## config.mk

```make
export PLATFORM = sky130hd
export DESIGN_NAME = grf_writeback_sink_flat
export DESIGN_NICKNAME = d
export VERILOG_FILES = /design/src/rtl/grf_writeback_sink_if.sv /design/src/rtl/grf_writeback_sink.sv /design/src/flat_wrapper.sv
export SDC_FILE = /design/constraint.sdc
export NUM_CORES = 2
export LEC_CHECK = 0
export BUFFER_PORTS_ARGS = -buffer_cell sky130_fd_sc_hd__clkbuf_2
export CAP_MARGIN = 20
export CORE_UTILIZATION = 55
export CTS_BUF_LIST = sky130_fd_sc_hd__clkbuf_8
export DETAILED_ROUTE_END_ITERATION = 12
export PLACE_DENSITY = 0.81
export SLEW_MARGIN = 15
export SYNTH_ARGS = -nofsm -noshare
export SYNTH_HDL_FRONTEND = slang
export SYNTH_SLANG_ARGS = --single-unit
```

## constraint.sdc

```tcl
create_clock -name clk -period 7.1 [get_ports clk]
set_clock_uncertainty 0.05 [all_clocks]
set_input_delay 0 -clock clk [delete_from_list [all_inputs] [get_ports clk]]
set_output_delay 0 -clock clk [all_outputs]
set_load 0.02 [all_outputs]
```

## src/rtl/grf_writeback_sink_if.sv

```systemverilog
// Bundle of the register-file write port, read ports and writeback trace stream.
// master: the core / consumer side (drives write and read addresses, takes trace).
// slave:  the register file (returns read data, sources the trace stream).
interface grf_writeback_sink_if #(
    parameter int unsigned CNT_W = 3
);
    logic             we;
    logic [4:0]       wa;
    logic [31:0]      wd;
    logic [31:0]      pc;
    logic [4:0]       ra1;
    logic [4:0]       ra2;
    logic [31:0]      rd1;
    logic [31:0]      rd2;
    logic             trace_valid;
    logic             trace_ready;
    logic [31:0]      trace_pc;
    logic [4:0]       trace_addr;
    logic [31:0]      trace_data;
    logic [CNT_W-1:0] trace_count;
    logic             trace_overflow;

    modport master (
        output we, wa, wd, pc, ra1, ra2, trace_ready,
        input  rd1, rd2, trace_valid, trace_pc, trace_addr, trace_data,
               trace_count, trace_overflow
    );

    modport slave (
        input  we, wa, wd, pc, ra1, ra2, trace_ready,
        output rd1, rd2, trace_valid, trace_pc, trace_addr, trace_data,
               trace_count, trace_overflow
    );
endinterface

```

## src/rtl/grf_writeback_sink.sv

```systemverilog
// General register file (32 x 32, $0 hardwired to zero) fed by the writeback
// selectors, with two combinational read ports that bypass a same-cycle write,
// and a small circular FIFO recording every writeback as (pc, reg, data).
// Ports: clk, reset (synchronous, active-low), bus (slave modport: write port
// we/wa/wd/pc, read ports ra1/ra2 -> rd1/rd2, trace valid/ready stream with
// occupancy count and sticky overflow flag).
module grf_writeback_sink #(
    parameter int unsigned TRACE_DEPTH = 4,
    parameter int unsigned CNT_W       = 3
) (
    input  logic                 clk,
    input  logic                 reset,
    grf_writeback_sink_if.slave  bus
);
    localparam int unsigned PTR_W = $clog2(TRACE_DEPTH);
    localparam int unsigned NREG  = 32;

    typedef struct packed {
        logic [31:0] pc;
        logic [4:0]  addr;
        logic [31:0] data;
    } trace_rec_t;

    logic [31:0]      regs [NREG];
    trace_rec_t       fifo [TRACE_DEPTH];
    trace_rec_t       head;
    logic [PTR_W-1:0] rd_ptr;
    logic [PTR_W-1:0] wr_ptr;
    logic [CNT_W-1:0] count;
    logic             overflow;
    logic             empty;
    logic             full;
    logic             pop;
    logic             push_ok;

    // Register array; $0 is never written so it stays at its reset value
    always_ff @(posedge clk) begin
        if (!reset) begin
            for (int unsigned i = 0; i < NREG; i++) begin
                regs[i] <= '0;
            end
        end else if (bus.we && bus.wa != 5'd0) begin
            regs[bus.wa] <= bus.wd;
        end
    end

    // Read ports: $0 first, then same-cycle write bypass, then stored value
    always_comb begin
        bus.rd1 = '0;
        if (bus.ra1 != 5'd0) begin
            bus.rd1 = (bus.we && bus.wa == bus.ra1) ? bus.wd : regs[bus.ra1];
        end
    end

    always_comb begin
        bus.rd2 = '0;
        if (bus.ra2 != 5'd0) begin
            bus.rd2 = (bus.we && bus.wa == bus.ra2) ? bus.wd : regs[bus.ra2];
        end
    end

    // A full FIFO still accepts a push when the head leaves in the same cycle
    assign empty   = (count == '0);
    assign full    = (count == CNT_W'(TRACE_DEPTH));
    assign pop     = !empty && bus.trace_ready;
    assign push_ok = bus.we && (!full || pop);

    // Trace storage; contents are don't-care while empty, so no reset
    always_ff @(posedge clk) begin
        if (reset && push_ok) begin
            fifo[wr_ptr] <= {bus.pc, bus.wa, bus.wd};
        end
    end

    // Pointers, occupancy and sticky overflow
    always_ff @(posedge clk) begin
        if (!reset) begin
            rd_ptr   <= '0;
            wr_ptr   <= '0;
            count    <= '0;
            overflow <= 1'b0;
        end else begin
            if (pop) begin
                rd_ptr <= rd_ptr + PTR_W'(1);
            end
            if (push_ok) begin
                wr_ptr <= wr_ptr + PTR_W'(1);
            end
            if (push_ok && !pop) begin
                count <= count + CNT_W'(1);
            end else if (pop && !push_ok) begin
                count <= count - CNT_W'(1);
            end
            if (bus.we && !push_ok) begin
                overflow <= 1'b1;
            end
        end
    end

    // Head entry, zeroed while empty
    always_comb begin
        head = fifo[rd_ptr];
        if (empty) begin
            head = '0;
        end
    end

    assign bus.trace_valid    = !empty;
    assign bus.trace_pc       = head.pc;
    assign bus.trace_addr     = head.addr;
    assign bus.trace_data     = head.data;
    assign bus.trace_count    = count;
    assign bus.trace_overflow = overflow;
endmodule

```

## src/flat_wrapper.sv

```systemverilog
// flat-port wrapper written by rule: the top's interface ports become plain ports
module grf_writeback_sink_flat 
#(
    parameter int unsigned TRACE_DEPTH = 4,
    parameter int unsigned CNT_W       = 3
)
  (clk, reset, bus_we, bus_wa, bus_wd, bus_pc, bus_ra1, bus_ra2, bus_trace_ready, bus_rd1, bus_rd2, bus_trace_valid, bus_trace_pc, bus_trace_addr, bus_trace_data, bus_trace_count, bus_trace_overflow);
  grf_writeback_sink_if #(.CNT_W(CNT_W)) bus_i ();
  input  logic clk;
  input  logic reset;
  input wire logic [$bits(bus_i.we)-1:0] bus_we;
  input wire logic [$bits(bus_i.wa)-1:0] bus_wa;
  input wire logic [$bits(bus_i.wd)-1:0] bus_wd;
  input wire logic [$bits(bus_i.pc)-1:0] bus_pc;
  input wire logic [$bits(bus_i.ra1)-1:0] bus_ra1;
  input wire logic [$bits(bus_i.ra2)-1:0] bus_ra2;
  input wire logic [$bits(bus_i.trace_ready)-1:0] bus_trace_ready;
  output wire logic [$bits(bus_i.rd1)-1:0] bus_rd1;
  output wire logic [$bits(bus_i.rd2)-1:0] bus_rd2;
  output wire logic [$bits(bus_i.trace_valid)-1:0] bus_trace_valid;
  output wire logic [$bits(bus_i.trace_pc)-1:0] bus_trace_pc;
  output wire logic [$bits(bus_i.trace_addr)-1:0] bus_trace_addr;
  output wire logic [$bits(bus_i.trace_data)-1:0] bus_trace_data;
  output wire logic [$bits(bus_i.trace_count)-1:0] bus_trace_count;
  output wire logic [$bits(bus_i.trace_overflow)-1:0] bus_trace_overflow;
  assign bus_i.we = bus_we;
  assign bus_i.wa = bus_wa;
  assign bus_i.wd = bus_wd;
  assign bus_i.pc = bus_pc;
  assign bus_i.ra1 = bus_ra1;
  assign bus_i.ra2 = bus_ra2;
  assign bus_i.trace_ready = bus_trace_ready;
  assign bus_rd1 = bus_i.rd1;
  assign bus_rd2 = bus_i.rd2;
  assign bus_trace_valid = bus_i.trace_valid;
  assign bus_trace_pc = bus_i.trace_pc;
  assign bus_trace_addr = bus_i.trace_addr;
  assign bus_trace_data = bus_i.trace_data;
  assign bus_trace_count = bus_i.trace_count;
  assign bus_trace_overflow = bus_i.trace_overflow;
  grf_writeback_sink #(.TRACE_DEPTH(TRACE_DEPTH), .CNT_W(CNT_W)) u_core (.clk(clk), .reset(reset), .bus(bus_i));
endmodule
```

==> metrics.md <==
| Metric | Value |
|---|---|
| Run status | finished clean |
| Via count | about 46000 |
| Clock Pin Slew Worst Setup and Hold Paths | around 0.06 ns |
| Top-count cell post-synth | edfxtp_1 |
| Post-synth top cells | edfxtp_1, and2_1, mux4_2 |
| Sequence of cells on the critical path | buf_6 -> buf_4 -> nand3b_1 -> buf_4 -> o22ai_1 -> nor4_1 -> nor2_1 -> a21oi_1 -> clkbuf_2 |
| CP arrival | 4.42 ns |
| Wirelength per Cell | approximately 35 µm |
| CTS Sinks | roughly 1300 |
| Layout net count | 4687 |
| Unrepaired setup endpoints after global routing | false |
| Internal power | about 13 mW |
| # IOs | 221 |
| WP data required | 7.05 ns |
| HP Start | bus_wd[20] |
| Clock Tree Root | clkbuf_8 |
| R2R setup slack | ~4.0 ns |
| Mean Syn Cell Area | ~15 µm² |
| Top cells by area, synth | edfxtp_1, mux4_2, and2_1, mux2i_1, clkbuf_1 |
| Final setup fails | 0 |
| Clk pwr share | between 30% and 40% |
| Critical Path Max Stage Delay | 1.00 ns |
| Num rows | 126 |
| Clock latency on the worst-skew pair | 0.95 ns |
| Hold Slack | between 0.1 and 0.15 ns |
| Placed wire-length estimate | approximately 130 mm |
| Max Slew Vio Count | 0 |
| Post-synthesis sequential area ratio | between 50 and 60% |
| MaxCap Viol Count | 0 |
| Hold WC Path Type | primary input to flop |
| Width of the die | between 300 and 400 µm |
| R2R Path Start | u_core.bus.trace_count[0] |
| Die H | roughly 350 µm |
| Crit-path leading delay family | simple AND/OR/NAND/NOR gates |
| Actual slew at the worst max-slew pin | 1.36 ns |
| Synthesized area | 0.0662 mm² |
| Number of synthesized register bits | around 1300 |
| Most used cell, CP | buf_4 |
| Setup TNS | 0 ns |
| Crit path max fanout | 44 |
| CP bufs+invs | 4 |
| Number of vias per cell | between 7 and 8 |
| Final WL | ~220 mm |
| Ys flop type | edfxtp_1 |
| Logic pwr share | a little under a fifth |
| Ys Warns | 0 |
| Fill cells | 8268 |
| FF-to-FF End | u_core.bus.trace_count[1] |
| Antenna violations before repair | 15 |
| Initial DRC count | approximately 9300 |
| Worst slew margin | roughly 8.7% |
| Distinct cell type count of the synthesized netlist | 64 |
| GPL Wtd Cong | roughly 0.95 |
| Startpoint Class | primary input |
| Post-layout min period | between 4 and 5 ns |
| WS Path Type | primary input to output pin |
| CTS max path bufs | 3 |
| Core box area | roughly 0.12 mm² |
| Die area | around 0.12 mm² |
| Gate Count Post-Synth | approximately 4300 |
| Number of enable flip-flop cells after synthesis | 1300 |
| Final std cells w/o fill | 6375 |
| Tcrit/Tclk final | roughly 63% |
| Final Util | just over 60% |
| Leakage | 25.7 nW |
| TritonCTS clock tree | built |
| H-tree level count | 4 |
| Sequential cell area | between 0.03 and 0.04 mm² |
| Resized cells post-CTS | 0 |
| R2r worst-path depth | 8 |
| Post-DRT Antenna Nets | 0 |
| Area of the multi-input gates | between 0.02 and 0.03 mm² |
| Synth-to-Final Area Change | 11.3% |
| Final hold violations | 0 |
| Post-synth top area share | 58.9% |
| Total Routing Usage GR | 36.6% |
| Initial Utilization | 55.8% |
| # DRC | 0 |
| Number of global-route vias before repair | between 40000 and 50000 |
| Hold depth | 2 |
| Fmax | between 200 and 250 MHz |
| Overall power | 18.7 mW |
| First-pass GRT wire length | 315 mm |
| Gr ovfl total | 0 |
| Yosys top cell by area | edfxtp_1 |
| Max VDD drop | between 0.4 and 0.5 mV |
| Fraction of layout cells with a size suffix above 1 | between 20% and 30% |
| Async SR Flop Fraction | 0% |
| Switching power of the nets | 5.62 mW |
| Switching Fraction | a little under a third |
| Seq pwr share | between 40% and 50% |
| Power Dens Cells | 254 mW/mm² |
| DRT Pass-1 Iters | 9 |
| Cts bufs inserted | about 210 |
| Dpl cells | ~5900 |
| Largest net degree at the start of global routing | 100 |
| CP max stage cell | nor4_1 |
| Critical Path End Type | output pin |
| Port-buffer cells | between 200 and 250 |
| Worst Hold Endpoint | u_core.fifo[3][20] |
-- flip-flops by register name (all words and copies together) (netlist names), named ones only --
register and count:
u_core.bus.trace_count 3, u_core.bus.trace_overflow 1, u_core.fifo 276, u_core.rd_ptr 2, u_core.regs 1024, u_core.wr_ptr 2
-- layout make-up --
class | count | share of cell area (%)
Multi-Input combinational cell | 2608 | 34.4
Inverter | 8 | 0.0407
Tap cell | 1600 | 2.72
Clock buffer | 213 | 3.98
Clock inverter | 164 | 1.04
Timing Repair Buffer | 461 | 4.52
Sequential cell | 1310 | 53.2
Antenna cell | 11 | 0.0373
-- stage by stage --
| stage | instance area, µm² | setup slack [ns] |
|---|---|---|
| floorplan | 66400 | 3.46 |
| global placement | 68800 | 3.42 |
| detailed placement | 68800 | 3.40 |
| CTS | 73600 | 3.31 |
| global route | 73700 | 2.98 |
| finish | 73700 | 2.63 |
-- layer usage --
| layer | vias up | global-route usage (%) | part of all wire (%) |
|---|---|---|---|
| li1 | 17300 | - | - |
| met1 | 22300 | 45.7 | 32 |
| met2 | 4903 | 52.0 | 42 |
| met3 | 1121 | 15.8 | 18 |
| met4 | 9 | 24.1 | 7.8 |
| met5 | - | 0 | 0.031 |
-- how the worst max path moves through the flow --
stage | end | slack, ns | cells after the start | start
final | bus_rd1[11] | 2.63 | 9 | bus_ra1[1]
after global placement | bus_rd1[11] | 3.42 | 9 | bus_ra1[1]
after global routing | bus_rd1[11] | 2.98 | 9 | bus_ra1[1]
after detailed placement | bus_rd1[11] | 3.40 | 9 | bus_ra1[1]
after floorplan | u_core.regs[20][0] | 3.46 | 6 | bus_wa[2]
after CTS | bus_rd1[11] | 3.31 | 9 | bus_wa[3]
-- repair_timing --
item	CTS	global route
hold buffers	112	0
buffers inserted	0	0
endpoints found under the hold margin	1006	0
-- logic make-up (layout without fill, tap and decap cells) --
group	Yosys count	in the layout	share of synthesized area, %
compound gates	487	487	5.01
xor+xnor	15	15	0.198
fa+ha+maj	6	6	0.125
buf+inv	439	846	3.35
flops	1310	1310	59.2
mux	718	718	19.9
other cells	1	43	0.00566
simple gates	1350	1350	12.2
-- placed cells by master (no fill, tap or decap), types with 33 or more instances in the layout --
cell	n
a21oi_1	69
a22oi_1	69
and2_1	1062
buf_4	123
clkbuf_2	213
clkbuf_8	213
clkinv_1	54
dlygate4sd3_1	112
edfxtp_1	1300
inv_1	81
mux2_2	92
mux2i_1	162
mux4_2	446
nand2_1	50
nor2_1	60
nor2_2	33
o21ai_0	47
o22ai_1	107
-- power groups by stage --
stage	combinational, mW	sequential, mW	clock (mW)
after floorplan	2.19	9.24	0
after global placement	3.24	9.34	0
after detailed placement	3.28	9.38	0
after CTS	3.35	9.23	5.88
after global routing	3.60	9.28	6.21
final	3.54	9.25	5.93
No activity file was read; power rests on OpenSTA's default activity.
